<file path="config.mk">
export PLATFORM = sky130hd
export DESIGN_NAME = vga_scan_timing
export DESIGN_NICKNAME = d
export VERILOG_FILES = /design/src/rtl/vga_scan_timing.sv
export SDC_FILE = /design/constraint.sdc
export NUM_CORES = 1
export LEC_CHECK = 0
export ABC_AREA = 0
export CORE_MARGIN = 2
export CORE_UTILIZATION = 40
export CTS_CLUSTER_SIZE = 16
export DETAILED_ROUTE_END_ITERATION = 8
export PLACE_DENSITY_LB_ADDON = 0.3
export SYNTH_ARGS = -nofsm -noshare
export SYNTH_HDL_FRONTEND = slang
export SYNTH_SLANG_ARGS = --single-unit
</file>
<file path="constraint.sdc">
create_clock -name CLK -period 5.6 [get_ports CLK]
set_input_delay 1.4 -clock CLK [delete_from_list [all_inputs] [get_ports CLK]]
set_output_delay 1.4 -clock CLK [all_outputs]
set_load 0.05 [all_outputs]
</file>
<file path="src/rtl/vga_scan_timing.sv">
// Raster scan generator: pixel-rate divider, row/col counters, blanking flag,
// frame counter and pixel-tick-delayed de/hsync/vsync for the display stage.
module vga_scan_timing #(
  parameter int CLK_DIV    = 2,
  parameter int H_VIS      = 640,
  parameter int H_FP       = 16,
  parameter int H_SYNC     = 96,
  parameter int H_BP       = 48,
  parameter int V_VIS      = 480,
  parameter int V_FP       = 10,
  parameter int V_SYNC     = 2,
  parameter int V_BP       = 33,
  parameter int SYNC_POL   = 0,
  parameter int SYNC_DELAY = 1
) (
  input  logic       CLK,
  input  logic       RST,
  output logic [9:0] row,
  output logic [9:0] col,
  output logic       pe,
  output logic       vnotactive,
  output logic       de,
  output logic       hsync,
  output logic       vsync,
  output logic       frame_start,
  output logic [7:0] frame_cnt
);

  localparam int H_TOT = H_VIS + H_FP + H_SYNC + H_BP;
  localparam int V_TOT = V_VIS + V_FP + V_SYNC + V_BP;
  localparam int DLY_N = (SYNC_DELAY == 0) ? 1 : SYNC_DELAY;

  localparam logic [9:0] C_H_VIS    = 10'(H_VIS);
  localparam logic [9:0] C_H_LAST   = 10'(H_TOT - 1);
  localparam logic [9:0] C_HS_BEG   = 10'(H_VIS + H_FP);
  localparam logic [9:0] C_HS_END   = 10'(H_VIS + H_FP + H_SYNC - 1);
  localparam logic [9:0] C_V_VIS    = 10'(V_VIS);
  localparam logic [9:0] C_V_LAST   = 10'(V_TOT - 1);
  localparam logic [9:0] C_VS_BEG   = 10'(V_VIS + V_FP);
  localparam logic [9:0] C_VS_END   = 10'(V_VIS + V_FP + V_SYNC - 1);
  localparam logic [2:0] C_DIV_LAST = 3'(CLK_DIV - 1);
  localparam logic       C_ACT      = 1'(SYNC_POL);

  if (CLK_DIV < 1 || CLK_DIV > 8 || SYNC_DELAY < 0 || SYNC_DELAY > 4 ||
      SYNC_POL < 0 || SYNC_POL > 1 || H_VIS < 1 || H_FP < 1 || H_SYNC < 1 ||
      H_BP < 1 || V_VIS < 1 || V_FP < 1 || V_SYNC < 1 || V_BP < 1 ||
      H_TOT > 1024 || V_TOT > 1024) begin : g_bad_params
    $error("vga_scan_timing: illegal parameter set");
  end

  logic [2:0]       r_div;
  logic             r_pe;
  logic [9:0]       r_row;
  logic [9:0]       r_col;
  logic             r_vna;
  logic             r_fstart;
  logic [7:0]       r_fcnt;
  logic [DLY_N-1:0] r_de_dly;
  logic [DLY_N-1:0] r_hs_dly;
  logic [DLY_N-1:0] r_vs_dly;

  logic [2:0] w_div_nxt;
  logic [9:0] w_row_nxt;
  logic [9:0] w_col_nxt;
  logic       w_eol;
  logic       w_eof;
  logic       w_de_raw;
  logic       w_hs_lvl;
  logic       w_vs_lvl;

  // Next-state scan position and raw sync/visible decode of the current position
  always_comb begin
    w_div_nxt = (r_div == C_DIV_LAST) ? 3'd0 : r_div + 3'd1;
    w_eol     = (r_col == C_H_LAST);
    w_eof     = w_eol && (r_row == C_V_LAST);
    w_row_nxt = r_row;
    w_col_nxt = r_col;
    if (r_pe) begin
      if (w_eol) begin
        w_col_nxt = 10'd0;
        w_row_nxt = w_eof ? 10'd0 : r_row + 10'd1;
      end else begin
        w_col_nxt = r_col + 10'd1;
      end
    end else begin
      w_row_nxt = r_row;
      w_col_nxt = r_col;
    end
    w_de_raw = (r_col < C_H_VIS) && (r_row < C_V_VIS);
    w_hs_lvl = ((r_col >= C_HS_BEG) && (r_col <= C_HS_END)) ? C_ACT : ~C_ACT;
    w_vs_lvl = ((r_row >= C_VS_BEG) && (r_row <= C_VS_END)) ? C_ACT : ~C_ACT;
  end

  // Divider, scan counters, frame bookkeeping and the pixel-tick delay line
  always_ff @(posedge CLK) begin
    if (!RST) begin
      r_div    <= 3'd0;
      r_pe     <= 1'b0;
      r_row    <= 10'd0;
      r_col    <= 10'd0;
      r_vna    <= 1'b0;
      r_fstart <= 1'b0;
      r_fcnt   <= 8'd0;
      r_de_dly <= '0;
      r_hs_dly <= {DLY_N{~C_ACT}};
      r_vs_dly <= {DLY_N{~C_ACT}};
    end else begin
      r_div    <= w_div_nxt;
      r_pe     <= (w_div_nxt == C_DIV_LAST);
      r_row    <= w_row_nxt;
      r_col    <= w_col_nxt;
      r_vna    <= (w_row_nxt >= C_V_VIS);
      r_fstart <= r_pe && w_eof;
      if (r_pe && w_eof) begin
        r_fcnt <= r_fcnt + 8'd1;
      end
      if (r_pe) begin
        for (int i = DLY_N - 1; i > 0; i--) begin
          r_de_dly[i] <= r_de_dly[i-1];
          r_hs_dly[i] <= r_hs_dly[i-1];
          r_vs_dly[i] <= r_vs_dly[i-1];
        end
        r_de_dly[0] <= w_de_raw;
        r_hs_dly[0] <= w_hs_lvl;
        r_vs_dly[0] <= w_vs_lvl;
      end
    end
  end

  assign row         = r_row;
  assign col         = r_col;
  assign pe          = r_pe;
  assign vnotactive  = r_vna;
  assign frame_start = r_fstart;
  assign frame_cnt   = r_fcnt;

  // A zero-depth build taps the raw decode directly
  if (SYNC_DELAY == 0) begin : g_nodly
    assign de    = w_de_raw;
    assign hsync = w_hs_lvl;
    assign vsync = w_vs_lvl;
  end else begin : g_dly
    assign de    = r_de_dly[DLY_N-1];
    assign hsync = r_hs_dly[DLY_N-1];
    assign vsync = r_vs_dly[DLY_N-1];
  end

endmodule

</file>
======== Word level (Yosys, flattened, before mapping) ========
Index checks and enable logic that the tools add are counted.
cells by class
  add/sub/neg operators ................... 4
  multiply operators ...................... 0
  div/mod/pow operators ................... 0
  magnitude comparators ................... 7
  equal/unequal tests ..................... 4
  shift-type cells ........................ 0
  mux-type cells .......................... 7
  bitwise logic cells ..................... 0
  reduce and logical (&&, ||, !) cells .... 5
operators with widths
  operator               number
  $mux 10                4
  $add 10x1->10 const B  2
  $eq 10x10->1 const B   2
  $ge 10x9->1 const B    2
  $ge 10x10->1 const B   1
  $le 10x10->1 const B   1
  $le 10x9->1 const B    1
  $lt 10x10->1 const B   1
  $lt 10x9->1 const B    1
  $add 8x1->8 const B    1
  $eq 3x1->1 const B     2
  $logic_and 1x1->1      5
  $add 3x1->3 const B    1
  $mux 3                 1
  $mux 1                 2
storage, ports and cells
  bits in registers ....................... 37
  bits in latches ......................... 0
  memory bits (writable) .................. 0
  memory bits (read-only) ................. 0
  word-level logic and storage cells ...... 37
  memories kept ........................... 0

======== Depth between registers and ports, before layout ========
  word-level depth ........................ 6
  gate-level depth with buffers ........... 7

======== Least setup slack after synthesis ========
OpenSTA, ideal clock, no wires.
  kind .................................... input to register
  start ................................... input RST
  end ..................................... register r_col[2] (netlist: col[2])
  setup time .............................. 0.128 ns
  arrival ................................. 2.071 ns
  setup slack ............................. 3.401 ns
  stages on the path ...................... 4
  path buffers ............................ 2
  path through ............................ inv_1 -> clkbuf_1 -> buf_1 -> nor2_1
RTL lines
  what                  RTL line  RTL
  from (decl)           17        input logic RST,
  to (signal assigned)  111       r_col <= w_col_nxt;
  to (decl)             54        logic [9:0] r_col;
No word-level cell between the ends.

======== Final worst setup path ========
  start ................................... register r_pe (netlist: pe)
  end ..................................... output pe
RTL lines
  what                    RTL line  RTL
  from (decl)             52        logic r_pe;
  from (signal assigned)  109       r_pe <= (w_div_nxt == C_DIV_LAST);
  to (decl)               20        output logic pe,
No word-level cell between the ends.

==> results.md <==
* Status: finished, final reports clean
* Most frequent cells in the layout: nor2_1 (38), dfxtp_1 (37), clkdlybuf4s50_1 (35)
* Antenna violations before repair at 0
* Critical-path top delay cell: clkdlybuf4s50_1
* P_leak at between 0.7 and 0.8 nW
* Hold wc startpoint: r_div[1]$_SDFF_PN0_
* CP required at between 4 and 5 ns
* Rel. slew slack at 0.613
* Switching part of the total at 0.228
* RD Place Congestion at ~0.8
* CP Buf/Inv Count at 1
* Max-Cap Viols at 0
* Buffers on Ports at 35
* Crit path arrival time at approximately 1.8 ns
* Hold bufs inserted after CTS at 0
* Internal Power at between 0.3 and 0.4 mW
* Synth async-reset ratio at 0
* Initial DRC Count at 77
* P&R area growth vs syn at 28.4%
* Max VDD drop at about 0.13 mV
* Reg power frac at 0.563
* Synthesized flop and latch total at 37
* R2r startpoint: pe$_SDFF_PN0_
* Clock Power Share at 0.386
* CTS max path bufs at 2
* Post-layout min period at roughly 3.2 ns
* Post-CTS Setup Bufs at 0
* Commonest non-fill, non-tap cell in the layout: nor2_1
* Final WS setup at approximately 2.4 ns
* ANT cells at 0
* Syn nets at about 210
* Critical path peak fanout at 13
* DR WL/cell at approximately 12 um
* Core Footprint at approximately 4100 um^2
* Max incr delay on CP at 0.89 ns
* Post-synth cell types at 33
* CP delay by family, top: buffers and inverters
* First-pass GRT wire length at 6120 um
* Worst-Skew Late Latency at roughly 0.29 ns
* Layout cell share with drive strength beyond 1 at 0.0424
* Vias in the first global route at approximately 1,300
* # DRC at 0
* Vias per cell at ~5.0
* Crit start category: register
* Row count at 23
* Drt pass-1 iters at 4
* Ports at 36
* Placed cell areas at 2100 um^2
* Die width at about 69 um
* Slew Limit Fails at 0
* Hold WC Path Type: register to register
* Final wirelength at 3460 um
* Largest net degree at the start of global routing at 21
* Setup Crit Path Kind: register to output pin
* Mapped cell area at around 1700 um^2
* Final Power at approximately 0.48 mW
* YS warnings at 0
* DRT antenna net count at 0
* Finished Core Util at 0.540
* GRT Overall Usage at 0.158
* Num CTS Buffers at 5
* Syn Inst Count at roughly 200
* EDFF count, synth at 0
* Syn avg cell area at between 8 and 9 um^2
* R2R setup slack at 3.32 ns
* Final number of hold-violating endpoints at 0
* RSZ-0062 raised after global routing: false
* Initial Utilization at 0.421
* Total grt overflow at 0
* Critical path launch point: pe$_SDFF_PN0_
* Via count at ~1,400
* Final Cell Area at roughly 2200 um^2
* H-tree depth at 2
* Root Buffer: clkbuf_8
* Least-Margin Pin Slew at about 0.58 ns
* CP cell instances: clkdlybuf4s50_1
* Logic pwr share at 0.051
* Sw power at 0.110 mW
* Die Y at roughly 69 um
* Clock sinks at 37
* Layout Skew at between 0.002 and 0.0025 ns
* Post-DP HPWL at ~2500 um
* Pwr Density at approximately 220 nW/um^2
* Top_reg_cell synth: dfxtp_1
* Final TNS setup at 0 ns
* Register area share after synthesis at 0.434
* Post-CTS Resized at 0
* Max frequency at ~310 MHz
* Critical Path Sink Type: output pin
* CTS tree: done
* Die area at 4810 um^2
* Final #Nets at about 240
* Post-Place Worst Slack at about 2.7 ns
* CTS clk-pin slew, worst paths at 0.07 ns
* Final period utilization at 0.569
* Number of setup violations in the final report at 0
worst paths after layout:
kind	endpoint	cells after the start
max	pe	1
max reg2reg	vnotactive$_SDFF_PN0_	5
min	pe$_SDFF_PN0_	1
min reg2reg	pe$_SDFF_PN0_	1
synth_stat cells, types with 2 or more instances:
cell | count | share of area
a21oi_1 | 6 | 0.018
and2_1 | 4 | 0.015
and3_1 | 2 | 0.0073
and4_1 | 4 | 0.021
clkbuf_1 | 3 | 0.0066
dfxtp_1 | 37 | 0.43
ha_1 | 5 | 0.037
inv_1 | 8 | 0.018
mux2i_1 | 3 | 0.018
nand2_1 | 21 | 0.046
nand2b_1 | 2 | 0.0073
nand3_1 | 4 | 0.012
nand3b_1 | 2 | 0.0088
nand4_1 | 13 | 0.048
nand4b_1 | 2 | 0.010
nor2_1 | 38 | 0.084
nor3_1 | 5 | 0.015
o21ai_0 | 2 | 0.0059
xnor2_1 | 10 | 0.051
xor2_1 | 14 | 0.072
power groups by stage:
stage,registers (mW),logic [mW],clock network [mW]
5_1_grt,0.272,0.0271,0.206
6_report,0.271,0.0246,0.186
3_3_place_gp,0.277,0.0243,0
3_5_place_dp,0.277,0.0250,0
4_1_cts,0.271,0.0250,0.190
2_1_floorplan,0.284,0.00983,0
flip-flops by register name, summed over array words and instances, names as in the netlist:
signal and flops:
vsync 1, hsync 1, de 1, frame_start 1, row 10, col 10
frame_cnt 8, vnotactive 1, pe 1, r_div 3
area by class of cell:
class                   count  area [um^2]
fillers                   373         1870
multi-input cells         149          921
flip-flops and latches     37          741
repair buffers             35          350
clock buffers               7         86.3
well taps                  50         62.6
inverters                   8         30.0
stage by stage:
step	hold slack (ns)	cells
floorplan	0.433	198
global placement	0.451	279
detailed placement	0.459	279
CTS	0.468	286
global route	0.491	286
finish	0.465	286
worst register-to-register path, stage by stage, from the launching register on:
cell	delay [ns]
dfxtp_1	0.61
and4_1	0.32
and4_1	0.52
nand2_1	0.27
nand2_1	0.32
o32ai_1	0.12
cell families after synthesis:
group | Yosys count | share of synthesized area
AOI/OAI and AO/OA | 14 | 0.0521
xor gates and xnor gates | 24 | 0.123
adders and majority gates | 5 | 0.0367
buffers and inverters | 12 | 0.0264
DFF | 37 | 0.434
muxes | 3 | 0.0176
and+or+nand+nor | 103 | 0.310
layer usage:
metal / share of wire / track usage / vias to the layer above
met1: 0.49 / 0.210 / 648
li1: - / - / 754
met5: 0 / 0 / -
met4: 0.018 / 0.0588 / 0
met3: 0.042 / 0.0509 / 6
met2: 0.45 / 0.238 / 25
(Power assumes the default switching activity.)
